===== config.mk =====
export PLATFORM = sky130hd
export DESIGN_NAME = risc_alu_seq
export DESIGN_NICKNAME = d
export VERILOG_FILES = /design/src/rtl/risc_alu_seq.sv
export SDC_FILE = /design/constraint.sdc
export NUM_CORES = 1
export LEC_CHECK = 0
export CORE_MARGIN = 10
export CORE_UTILIZATION = 40
export CTS_BUF_LIST = sky130_fd_sc_hd__clkbuf_8
export DETAILED_ROUTE_END_ITERATION = 8
export GPL_ROUTABILITY_DRIVEN = 1
export PLACE_DENSITY = 0.67
export SLEW_MARGIN = 20
export SYNTH_ARGS = -nofsm -noshare
export SYNTH_HDL_FRONTEND = slang
export SYNTH_SLANG_ARGS = --single-unit

===== constraint.sdc =====
create_clock -name clk -period 6.49 [get_ports clk]
set_clock_uncertainty 0.2 [all_clocks]
set_input_delay 0.649 -clock clk [delete_from_list [all_inputs] [get_ports clk]]
set_output_delay 0.649 -clock clk [all_outputs]
set_load 0.01 [all_outputs]

===== src/rtl/risc_alu_seq.sv =====
// Registered RiSC-16 style ALU with valid/ready handshakes and zero/carry flags.
// Define RISC_ALU_MUL_EN to build the iterative shift-add multiplier for op 111.
module risc_alu_seq #(
    parameter int WIDTH = 16,
    parameter int SHW   = $clog2(WIDTH)
) (
    input  logic             clk,
    input  logic             rst,
    input  logic             in_valid,
    output logic             in_ready,
    input  logic [WIDTH-1:0] a,
    input  logic [WIDTH-1:0] b,
    input  logic [2:0]       op,
    output logic             out_valid,
    input  logic             out_ready,
    output logic [WIDTH-1:0] result,
    output logic             flag_z,
    output logic             flag_c
);

    // state  | meaning
    // IDLE   | no result held, ready for an operation
    // BUSY   | multiply in progress, one bit of b per cycle
    // DONE   | result/flags valid, held until out_ready
    typedef enum logic [1:0] {
        S_IDLE = 2'd0,
        S_BUSY = 2'd1,
        S_DONE = 2'd2
    } state_t;

    localparam logic [2:0] OP_ADD  = 3'b000;
    localparam logic [2:0] OP_NAND = 3'b001;
    localparam logic [2:0] OP_EQ   = 3'b010;
    localparam logic [2:0] OP_PASS = 3'b011;
    localparam logic [2:0] OP_SUB  = 3'b100;
    localparam logic [2:0] OP_SHL  = 3'b101;
    localparam logic [2:0] OP_SHR  = 3'b110;

    state_t           state_q, state_d;
    logic [WIDTH-1:0] result_q, result_d;
    logic             flag_z_q, flag_z_d;
    logic             flag_c_q, flag_c_d;

    logic             accept;
    logic             is_mul;
    logic [WIDTH-1:0] alu_res;
    logic             alu_c;
    logic [WIDTH:0]   sum_add;
    logic [2*WIDTH-1:0] shl_full;
    logic [2*WIDTH-1:0] shr_full;

    assign in_ready  = (state_q == S_IDLE) || ((state_q == S_DONE) && out_ready);
    assign accept    = in_valid && in_ready;
    assign out_valid = (state_q == S_DONE);
    assign result    = result_q;
    assign flag_z    = flag_z_q;
    assign flag_c    = flag_c_q;

    // Widened shifts keep the shifted-out bits so the carry is a simple OR.
    assign sum_add  = {1'b0, a} + {1'b0, b};
    assign shl_full = {{WIDTH{1'b0}}, a} << b[SHW-1:0];
    assign shr_full = {a, {WIDTH{1'b0}}} >> b[SHW-1:0];

    always_comb begin
        alu_res = '0;
        alu_c   = 1'b0;
        case (op)
            OP_ADD:  {alu_c, alu_res} = sum_add;
            OP_NAND: alu_res = ~(a & b);
            OP_EQ:   alu_res = {WIDTH{a == b}};
            OP_PASS: alu_res = a;
            OP_SUB: begin
                alu_res = a - b;
                alu_c   = (a < b);
            end
            OP_SHL: begin
                alu_res = shl_full[WIDTH-1:0];
                alu_c   = |shl_full[2*WIDTH-1:WIDTH];
            end
            OP_SHR: begin
                alu_res = shr_full[2*WIDTH-1:WIDTH];
                alu_c   = |shr_full[WIDTH-1:0];
            end
            default: begin
                alu_res = '0;
                alu_c   = 1'b1;
            end
        endcase
    end

`ifdef RISC_ALU_MUL_EN
    logic [WIDTH-1:0]   mcand_q, mcand_d;
    logic [2*WIDTH-1:0] prod_q, prod_d;
    logic [SHW-1:0]     cnt_q, cnt_d;
    logic [WIDTH:0]     mul_sum;
    logic [2*WIDTH-1:0] mul_step;
    logic               mul_last;

    assign is_mul = (op == 3'b111);

    // Product register: upper half accumulates, lower half holds the
    // not-yet-consumed multiplier bits; both shift right each step.
    assign mul_sum  = {1'b0, prod_q[2*WIDTH-1:WIDTH]} + (prod_q[0] ? {1'b0, mcand_q} : '0);
    assign mul_step = {mul_sum, prod_q[WIDTH-1:1]};
    assign mul_last = (state_q == S_BUSY) && (cnt_q == '0);

    always_comb begin
        mcand_d = mcand_q;
        prod_d  = prod_q;
        cnt_d   = cnt_q;
        if (accept && is_mul) begin
            mcand_d = a;
            prod_d  = {{WIDTH{1'b0}}, b};
            cnt_d   = SHW'(WIDTH - 1);
        end else if (state_q == S_BUSY) begin
            prod_d = mul_step;
            cnt_d  = cnt_q - 1'b1;
        end
    end

    always_ff @(posedge clk or posedge rst) begin
        if (rst) begin
            mcand_q <= '0;
            prod_q  <= '0;
            cnt_q   <= '0;
        end else begin
            mcand_q <= mcand_d;
            prod_q  <= prod_d;
            cnt_q   <= cnt_d;
        end
    end
`else
    assign is_mul = 1'b0;
`endif

    always_comb begin
        state_d  = state_q;
        result_d = result_q;
        flag_z_d = flag_z_q;
        flag_c_d = flag_c_q;
        case (state_q)
            S_IDLE, S_DONE: begin
                if (accept) begin
                    if (is_mul) begin
                        state_d = S_BUSY;
                    end else begin
                        state_d  = S_DONE;
                        result_d = alu_res;
                        flag_z_d = (alu_res == '0);
                        flag_c_d = alu_c;
                    end
                end else if ((state_q == S_DONE) && out_ready) begin
                    state_d = S_IDLE;
                end
            end
            S_BUSY: begin
`ifdef RISC_ALU_MUL_EN
                if (mul_last) begin
                    state_d  = S_DONE;
                    result_d = mul_step[WIDTH-1:0];
                    flag_z_d = (mul_step[WIDTH-1:0] == '0);
                    flag_c_d = |mul_step[2*WIDTH-1:WIDTH];
                end
`else
                state_d = S_IDLE;
`endif
            end
            default: state_d = S_IDLE;
        endcase
    end

    always_ff @(posedge clk or posedge rst) begin
        if (rst) begin
            state_q  <= S_IDLE;
            result_q <= '0;
            flag_z_q <= 1'b0;
            flag_c_q <= 1'b0;
        end else begin
            state_q  <= state_d;
            result_q <= result_d;
            flag_z_q <= flag_z_d;
            flag_c_q <= flag_c_d;
        end
    end

endmodule


# --- After elaboration in Yosys (flattened, before gate mapping) ---
# Cells that the tools add are included.
word_totals:
  register_bits: 20
  wordCells: 36
  input_bits: 39
classes:
  n_mux: 5
  n_reduce_logical: 11
  add_sub_neg: 2
  eq_ne: 9
  n_bitwise: 2
  n_shift: 2
  n_lt_le_gt_ge: 1
ops:
  columns: ["cell", "n"]
  rows:
  - ["$pmux 16 s7", 1]
  - ["$reduce_or 16->1", 2]
  - ["$shl 16x4->32", 1]
  - ["$shr 32x4->32", 1]
  - ["$add 16x16->17", 1]
  - ["$and 16x16->16", 1]
  - ["$eq 16x16->1", 1]
  - ["$logic_not 16->1", 1]
  - ["$lt 16x16->1", 1]
  - ["$not 16->16", 1]
  - ["$sub 16x16->16", 1]
  - ["$eq 3x3->1 const B", 3]
  - ["$eq 3x2->1 const B", 2]
  - ["$mux 2", 3]
  - ["$pmux 1 s5", 1]
  - ["$eq 3x1->1 const B", 1]
  - ["$logic_not 3->1", 1]
  - ["$ne 3x3->1 const B", 1]
  - ["$reduce_or 3->1", 1]
  - ["$eq 2x2->1 const B", 1]
  - ["$logic_and 1x1->1", 2]
  - ["$logic_not 2->1", 1]
  - ["$reduce_and 2->1", 1]
  - ["$reduce_or 2->1", 1]
  - ["$logic_or 1x1->1", 1]

# --- Longest topological paths before layout ---
logic_depth:
  word_depth: 6
  depth_mapped: 15
  ltp_nobuf: 13

# --- Least setup slack after synthesis ---
# OpenSTA, ideal clock, no wires.
synth_path:
  path_kind: "input -> register"
  from: "in b[2]"
  to: "reg flag_z_q (netlist: flag_z)"
  setup_ns: 0.095
  n_path_buf: 4
  arrival_time_ns: 3.831
  path_stages: 15
  setup_slack_ns: 2.363
  path_cell_list: "buf_2 -> buf_4 -> inv_1 -> clkbuf_1 -> ha_1 -> clkbuf_1 -> a21oi_1 -> nand2_1 -> a2111o_1 -> nand3_1 -> o21ai_0 -> xor2_1 -> a2111o_1 -> or4_1 -> o31ai_1"
synth_via:
  elab_chain_len: 4
synth_rtl:
  columns: ["item", "line", "text"]
  rows:
  - ["from (decl)", "12", "input logic [WIDTH-1:0] b,"]
  - ["parallel branches: the longest is 2 deep, another holds $sub 16x16->16", null, null]
  - ["$pmux 16 s7 *", "67", "case (op)"]
  - ["$logic_not 16->1 *", "149", "flag_z_d = (alu_res == '0);"]
  - ["to (signal assigned)", "181", "flag_z_q <= flag_z_d;"]
  - ["to (decl)", "41", "logic flag_z_q, flag_z_d;"]
# Mark *: on every way between the ends.
# A chain may end at the register's enable or synchronous reset.

# --- Worst setup path in the final report ---
layout_path:
  from: "in a[0]"
  to: "reg flag_z_q (netlist: flag_z)"
layout_via:
  elab_chain_len: 4
layout_rtl:
  columns: ["item", "line", "text"]
  rows:
  - ["from (decl)", "11", "input logic [WIDTH-1:0] a,"]
  - ["parallel branches: the longest is 2 deep, another holds $sub 16x16->16", null, null]
  - ["$pmux 16 s7 *", "67", null]
  - ["$logic_not 16->1 *", "149", null]
# Marks and branches as above.

==> results.json <==
{
  "drive_above_1_share_pct": 8.20,
  "fillers": 1188,
  "syn_nets": 700,
  "critical_path.slowest_cell": "clkdlybuf4s50_1",
  "avgSynthCellArea_um2": 7.33,
  "htreeDepth": 1,
  "dieWidth_um": 127,
  "fin_util_pct": 45.9,
  "start_util_pct": 40.4,
  "max_freq_mhz": 216,
  "drt_iter0_markers": 540,
  "fp-row-count": 39,
  "crit_fanout": 7,
  "area_delta_synth_final_pct": 13.4,
  "hold_buffers": 0,
  "drcViolationCount": 0,
  "rsz0062_at_grt": "false",
  "fp.coreArea_um2": 11300,
  "synth_seq_area_share_pct": 10.4,
  "min_period_ns": 4.64,
  "via_per_inst": 6.55,
  "cts_buffer_depth": 2,
  "worst_pin_slew_ns": 1.07,
  "critPathBufInv": 3,
  "synth_edf_count": 0,
  "grt_max_degree": 60,
  "placedCellCount": 785,
  "ir_worst_vdd_uv": 137,
  "cts_setup_buffers": 0,
  "tns_ns": 0,
  "design_area_um2": 5190,
  "cts_tree": "built",
  "critPathMaxStageDelay_ns": 0.54,
  "crit_required_ns": 6.46,
  "post_dp_cell_area_um2": 5150,
  "place_congestion": 1.01,
  "holdCritPathClass": "register to register",
  "n_antenna_cell": 0,
  "numCtsBuffers": 3,
  "mostFrequentLayoutCells": "nand2_1 (63), nor2_1 (56), clkdlybuf4s50_1 (55)",
  "maxSlewViolCount": 0,
  "ios": 59,
  "synth_warnings": 0,
  "endpoint_kind": "register",
  "overflow": 0,
  "hpwl_um": 14600,
  "path_delay_family": "compound AO/OA/AOI/OAI gates",
  "layout_commonest_cell": "nand2_1",
  "status": "complete, no violations",
  "port_buffers": 58,
  "setup_slack_ns": 1.85,
  "criticalPathCategory": "primary input to register",
  "synth_ff_type": "dfrtp_1",
  "hold_viol_final": 0,
  "arrival_ns": 4.61,
  "finalCritPeriodShare_pct": 71.5,
  "yosysUniqueCellTypes": 78,
  "setup_viol_count_final": 0,
  "syn-cell-area_um2": 4580,
  "cts.repair.resized": 0,
  "finalNetCount": 722,
  "clk_pin_slew_ns": 0.07,
  "clock_latency_ns": 0.26,
  "crit_path_cell_trace": "clkdlybuf4s50_1, inv_1, ha_1, inv_1, fa_1, a211oi_1, o21a_1, o21ai_0, o31ai_1, mux2i_1, xnor2_1, o221ai_1, or4_1, o31ai_1",
  "grt_pass1_wl_um": 28500,
  "drt-total-wl_um": 18500,
  "cap_viol_max_count": 0,
  "cts-root-buf": "clkbuf_8",
  "drt_pass1_iterations": 5,
  "grt_pass1_vias": 4888,
  "ys_ff_latch": 19,
  "wire_per_inst_um": 23.5,
  "ant_nets": 0,
  "antenna_found_initial": 0,
  "start_kind": "primary input",
  "grt_use_total_pct": 21.7,
  "power.density_nw_per_um2": 128,
  "post-place-ws_ns": 1.70,
  "p_leak_nw": 2.14,
  "async_flop_share_pct": 100,
  "fin_cells": 789,
  "synthCells": 625,
  "cts_num_sinks": 19,
  "dieArea_um2": 16100,
  "vias": 5168,
  "die_h_um": 127,
  "maxSlewHeadroom_pct": 26.5
}
cell usage after synthesis, types with 7 or more instances:
library cell,n,area share (%)
nand2_1,63,5.2
nor2_1,56,4.6
o21ai_0,46,5.0
a21oi_1,38,4.2
ha_1,34,9.3
inv_1,33,2.7
clkbuf_1,31,2.5
mux2i_1,26,5.7
nor3_1,20,2.2
dfrtp_1,19,10
a211oi_1,15,2.5
nand3_1,15,1.6
nand2b_1,13,1.8
mux4_2,12,5.9
o211ai_1,12,2.0
buf_2,10,1.1
nor2b_1,10,1.4
mux2_2,9,2.2
nand4_1,9,1.2
a22o_1,8,1.5
a21o_1,7,1.1
xnor2_1,7,1.3
flip-flops by register name, indices dropped and copies added (netlist names):
register,cells
state_q,1
result,16
flag_c,1
flag_z,1
stage by stage:
stage / hold WS [ns] / total power, mW
2_1_floorplan: 0.316 / 0.417
3_3_place_gp: 0.264 / 0.579
3_5_place_dp: 0.267 / 0.578
4_1_cts: 0.282 / 0.661
5_1_grt: 0.314 / 0.709
6_report: 0.279 / 0.667
report_power, final:
| part | switching (mW) | internal, mW | leakage [nW] |
|---|---|---|---|
| Combinational | 0.257 | 0.182 | 1.88 |
| Clock | 0.0384 | 0.0427 | 0.0255 |
| Sequential | 0.00980 | 0.137 | 0.243 |
cells by family after synthesis:
kind of cell             after synthesis  share of synthesized area (%)
buffers and inverters                 85                           8.17
adder cells (fa/ha/maj)               36                           10.2
AND/OR/NAND/NOR                      222                           23.7
flip-flops                            19                           10.4
AO/OA/AOI/OAI                        200                           30.1
multiplexers                          50                           14.9
XOR/XNOR                              13                           2.49
per-layer routing:
layer | global-route usage (%) | up-vias | routed length (µm)
li1 | - | 2378 | -
met1 | 28.5 | 2463 | 8010
met2 | 34.5 | 281 | 8380
met3 | 4.59 | 46 | 1510
met4 | 7.37 | 0 | 639
met5 | 0 | - | 0
worst reg2reg max path, stage by stage (launching register included):
cell      delay [ns]
dfrtp_1         0.38
nand2b_1        0.11
nand2_1         0.48
a211oi_1        0.42
o21ai_0         0.23
nor4_2          0.30
nand4_1         0.12
a2111o_1        0.38
or4_1           0.41
o31ai_1         0.20
path summary, 6_finish.rpt:
kind | from | end | slack [ns] | cells past startpoint
worst max-delay path | a[0] | flag_z$_DFFE_PP0P_ | 1.85 | 14
worst max register to register | state_q[1]$_DFFE_PP0P_ | flag_z$_DFFE_PP0P_ | 3.17 | 9
min in group asynchronous | rst | flag_c$_DFFE_PP0P_ | 0.60 | 2
worst min register to register | flag_z$_DFFE_PP0P_ | flag_z$_DFFE_PP0P_ | 0.28 | 2
max in group asynchronous | rst | state_q[1]$_DFFE_PP0P_ | 5.04 | 2
worst min-delay path | flag_z$_DFFE_PP0P_ | flag_z$_DFFE_PP0P_ | 0.28 | 2
area by class of cell:
type | count | area, µm² | area share, %
multi-input cells | 521 | 3730 | 71.8
repair buffers | 67 | 633 | 12.2
flip-flops and latches | 19 | 475 | 9.15
well taps | 143 | 179 | 3.44
inverters | 35 | 131 | 2.53
clock buffers | 3 | 41.3 | 0.795
clock inverters | 1 | 5.00 | 0.0964
(Power assumes the default switching activity.)
